<file path="config.mk">
export PLATFORM = sky130hd
export DESIGN_NAME = mem_responder
export DESIGN_NICKNAME = d
export VERILOG_FILES = /design/src/rtl/mem_responder.sv
export SDC_FILE = /design/constraint.sdc
export NUM_CORES = 2
export LEC_CHECK = 0
export CELL_PAD_IN_SITES_DETAIL_PLACEMENT = 1
export CELL_PAD_IN_SITES_GLOBAL_PLACEMENT = 2
export CORE_MARGIN = 3
export CORE_UTILIZATION = 48
export DETAILED_ROUTE_END_ITERATION = 8
export PLACE_DENSITY_LB_ADDON = 0.1
export SLEW_MARGIN = 40
export SYNTH_ARGS = -nofsm -noshare
export SYNTH_HDL_FRONTEND = slang
export SYNTH_SLANG_ARGS = --single-unit
</file>
<file path="constraint.sdc">
create_clock -name clk -period 6.32 [get_ports clk]
set_input_delay 1.58 -clock clk [delete_from_list [all_inputs] [get_ports clk]]
set_output_delay 1.58 -clock clk [all_outputs]
set_load 0.02 [all_outputs]
</file>
<file path="src/rtl/mem_responder.sv">
// Single-port word memory behind a request/ready handshake with a fixed response latency.
// Misaligned or out-of-range accesses complete with Err and never touch the array.
module mem_responder #(
    parameter int unsigned DEPTH_WORDS = 64,
    parameter int unsigned WAIT_CYCLES = 2
) (
    input  logic        clk,
    input  logic        reset,
    input  logic        Req,
    input  logic        MemWrite,
    input  logic [31:0] Adr,
    input  logic [31:0] WriteData,
    output logic [31:0] ReadData,
    output logic        Ready,
    output logic        Err
);

    localparam int unsigned AW = $clog2(DEPTH_WORDS);
    localparam logic NoWait = (WAIT_CYCLES == 0);

    typedef enum logic [1:0] {StIdle, StWait, StResp} state_e;

    state_e      state_q, state_d;
    logic [3:0]  cnt_q, cnt_d;
    logic        we_q;
    logic [31:0] adr_q;
    logic [31:0] wdata_q;
    logic [31:0] rdata_q, rdata_d;
    logic [31:0] mem [DEPTH_WORDS];

    logic          accept;
    logic          acc_we;
    logic [31:0]   acc_adr;
    logic          acc_fault;
    logic [AW-1:0] acc_idx;
    logic          fault_q;
    logic          mem_we;

    assign accept = (state_q == StIdle) && Req;

    // With no wait cycles the read happens on the accepting edge, so use the live inputs then.
    assign acc_we    = accept ? MemWrite : we_q;
    assign acc_adr   = accept ? Adr : adr_q;
    assign acc_fault = (|acc_adr[1:0]) || (|acc_adr[31:AW+2]);
    assign acc_idx   = acc_adr[AW+1:2];

    assign fault_q = (|adr_q[1:0]) || (|adr_q[31:AW+2]);
    assign mem_we  = (state_q == StResp) && we_q && !fault_q && !reset;

    always_ff @(posedge clk) begin
        if (reset) begin
            state_q <= StIdle;
            cnt_q   <= '0;
            rdata_q <= '0;
            we_q    <= 1'b0;
            adr_q   <= '0;
            wdata_q <= '0;
        end else begin
            state_q <= state_d;
            cnt_q   <= cnt_d;
            rdata_q <= rdata_d;
            if (accept) begin
                we_q    <= MemWrite;
                adr_q   <= Adr;
                wdata_q <= WriteData;
            end
        end
    end

    // Array is deliberately not reset.
    always_ff @(posedge clk) begin
        if (mem_we) begin
            mem[adr_q[AW+1:2]] <= wdata_q;
        end
    end

    always_comb begin
        state_d = state_q;
        cnt_d   = cnt_q;
        unique case (state_q)
            StIdle: begin
                if (Req) begin
                    cnt_d   = 4'(WAIT_CYCLES);
                    state_d = NoWait ? StResp : StWait;
                end
            end
            StWait: begin
                cnt_d = cnt_q - 4'd1;
                if (cnt_q == 4'd1) begin
                    state_d = StResp;
                end
            end
            StResp: begin
                state_d = StIdle;
            end
            default: begin
                state_d = StIdle;
            end
        endcase
    end

    // Read data is captured on the edge entering RESP so it is registered during the Ready cycle.
    always_comb begin
        rdata_d = rdata_q;
        if ((state_d == StResp) && (state_q != StResp)) begin
            if (acc_fault) begin
                rdata_d = '0;
            end else if (!acc_we) begin
                rdata_d = mem[acc_idx];
            end
        end
    end

    always_comb begin
        Ready    = (state_q == StResp);
        Err      = (state_q == StResp) && fault_q;
        ReadData = rdata_q;
    end

endmodule

</file>
==> results.toml <==
[worst_hold_path]
min_path_type = "reg2reg"
hp-start = "wdata_q[19]"
hold_depth = 2

[sta]
drv_slew = 0
fmax_mhz = 203
finClkSkew_ps = 36.0
rsz0062_at_grt = "false"
final.setup.tns_ps = 0
tightest_slew_ps = 877
setup_viol = 0
finalHoldViolations = 0
fin_hold_ws_ps = 453
period_share_pct = 78.1
worst_slack_ps = 1390
fin_crit_ps = 4930
slew_headroom_pct = 41.5

[clocking]
cts_buffers = 219
htreeDepth = 4
cts_setup_buffers = 0
clock_latency_ps = 870
clockBufferDepth = 3
clkTransAtPathRegs_ps = 60
cts_tree = "built"
cts.sinks = 2151
cts_root_buffer = "clkbuf_16"
ctsResizeCount = 0
cts.hold.buffers_added = 0

[setup_path]
critPathCaptureType = "register"
crit_fanout = 73
path_class = "in2reg"
critPathLaunch = "Req"
r2r_setup_slack_ps = 1970
required_ps = 7040
worstRegToRegCells = 8
rr_startpoint = "adr_q[15]"
cp-start-kind = "primary input"
crit_end = "ReadData[5]"
r2r-end = "mem[55][27]"
arrival_ps = 5660

[grt]
antenna_found_initial = 16
track_usage_pct = 30.8
busiest_layer = "met2"
grt_pass1_vias = 55791
met2_usage_pct = 49.7
grt_pass1_wl_mm = 398
overflow = 0
grt_max_degree = 118
grt_use_met3_pct = 4.27
grtUsageMet1_pct = 43.9

[pwr]
max-vdd-ir-drop_uv = 297
p_int_uw = 23500
power_density_nw_per_um2 = 323
leakagePower_uw = 0.0319
clock_power_share_pct = 40.7
net-switching-power_uw = 7480
seqPwrFrac_pct = 50.9
p_comb_share_pct = 8.4
p_sw_share_pct = 24.2

[logic_synthesis]
synth-edff-count = 2048
synth.ff_latch_count = 2151
synth_top_area_cell = "edfxtp_1"
ys_seq_area_share_pct = 76.3
synth_top_cells_by_area = "edfxtp_1 (74%), nand2_1 (8.6%), nand3_1 (4.4%)"
post_synth.cell_area_avg_um2 = 13.4
netlist_instances = 6236
yosys_warnings = 0
synthDistinctLibCells = 60
synth_most_common_cell = "edfxtp_1"
synthTopCellsByCount = "edfxtp_1 (2,048), nand2_1 (1,917), nand3_1 (737), clkbuf_1 (195), a21oi_1 (185)"
synth_top_area_share_pct = 73.8
syn_area_um2 = 83300
ys_async_sr_fraction_pct = 0
syn-num-nets = 6306
synth_ff_type = "edfxtp_1"

[finish]
fin_nets = 6483
multi_input_area_um2 = 18700
fin_cells = 8914
final-seq-area_um2 = 63600
syn2layout_area_growth_pct = 15.1
n_fill_cell = 16590
final_util_pct = 55.7
layout-drive-gt1-share_pct = 11.1

[place]
pre_cts_ws_ps = 689
portBuffers = 101
place_inst = 8498
gp_congestion = 0.804
place_hpwl_mm = 157

[floorplan]
start_util_pct = 48.4
num_io_pins = 102
die_x_um = 423
coreArea_um2 = 172000
rows = 152
die_h_um = 423
dieArea_um2 = 179000

[route]
wirelength_mm = 277
drc = 0
first_pass_iters = 5
ant_nets = 0
wl_per_cell_um = 31.1
routed_via_density = 6.14
drtIter0Drc = 6887
vias = 54702

[flow_run]
drv_cap = 0

[outcome]
status = "finished clean"
-- per-stage QoR --
step	total power, µW	area [µm²]
floorplan	17500	83300
global placement	18600	88400
detailed placement	18600	88800
CTS	31100	95800
global route	31900	95800
finish	31000	95800
-- cell families (layout without fill, tap and decap cells) --
| family | after synthesis | count (layout) | synth area share, % |
|---|---|---|---|
| DFF | 2151 | 2151 | 76.3 |
| AOI/OAI and AO/OA | 599 | 599 | 4.61 |
| adders and majority gates | 2 | 2 | 0.0300 |
| buffers and inverters | 415 | 781 | 2.07 |
| and+or+nand+nor | 2945 | 2945 | 15.0 |
| muxes | 124 | 124 | 2.01 |
| other | 0 | 2 | 0 |
-- worst max-delay path: stages --
cell             delay, ps
clkdlybuf4s50_1        460
or3b_4                 630
a21o_4                 630
buf_12                 330
buf_12                 320
buf_4                  290
mux2i_1                210
a211oi_1               110
a211oi_1               210
a21oi_1                 80
o21ai_1                500
nand3_1                140
-- worst min-delay path by stage --
stage | to | slack, ps
global route | wdata_q[16] | 470
floorplan | adr_q[0] | 440
global placement | wdata_q[29] | 440
detailed placement | wdata_q[19] | 450
finish | wdata_q[19] | 450
CTS | wdata_q[19] | 450
-- flip-flops by register name, indices dropped and copies added (netlist names) --
| register | cells |
|---|---|
| we_q | 1 |
| cnt_q | 4 |
| adr_q | 32 |
| state_q | 2 |
| wdata_q | 32 |
| ReadData | 32 |
| mem | 2048 |
-- cell usage in the layout (no fill, tap or decap), drive strengths merged, types with 36 or more instances in the layout --
cell           instances
a211oi                36
a21oi                186
a31oi                174
a32oi                 39
buf                  254
clkbuf               310
clkdlybuf4s50        100
clkinv                78
dfxtp                103
edfxtp              2048
mux2i                 84
nand2               1917
nand3                737
nand4                110
nor2                 105
o21ai                 55
-- per-layer routing --
layer,routed length (µm),vias up
met4,8210,6
met5,78,-
met2,131000,2390
met3,21600,454
met1,116000,28530
li1,-,23322
-- cell type report --
type,instances,share of cell area [%]
Sequential cell,2151,66.4
Multi-Input combinational cell,3670,19.5
Clock buffer,310,6.37
Timing Repair Buffer,354,3.79
Tap cell,2310,3.02
Clock inverter,100,0.872
Inverter,17,0.0666
Antenna cell,2,0.00522
-- power groups by stage --
stage	Combinational (µW)	Sequential (µW)	Clock [µW]
2_1_floorplan	1370	16100	0
5_1_grt	2770	15800	13400
4_1_cts	2570	15700	12700
3_3_place_gp	2510	16000	0
6_report	2590	15800	12600
3_5_place_dp	2550	16100	0
No activity file was read; power rests on OpenSTA's default activity.
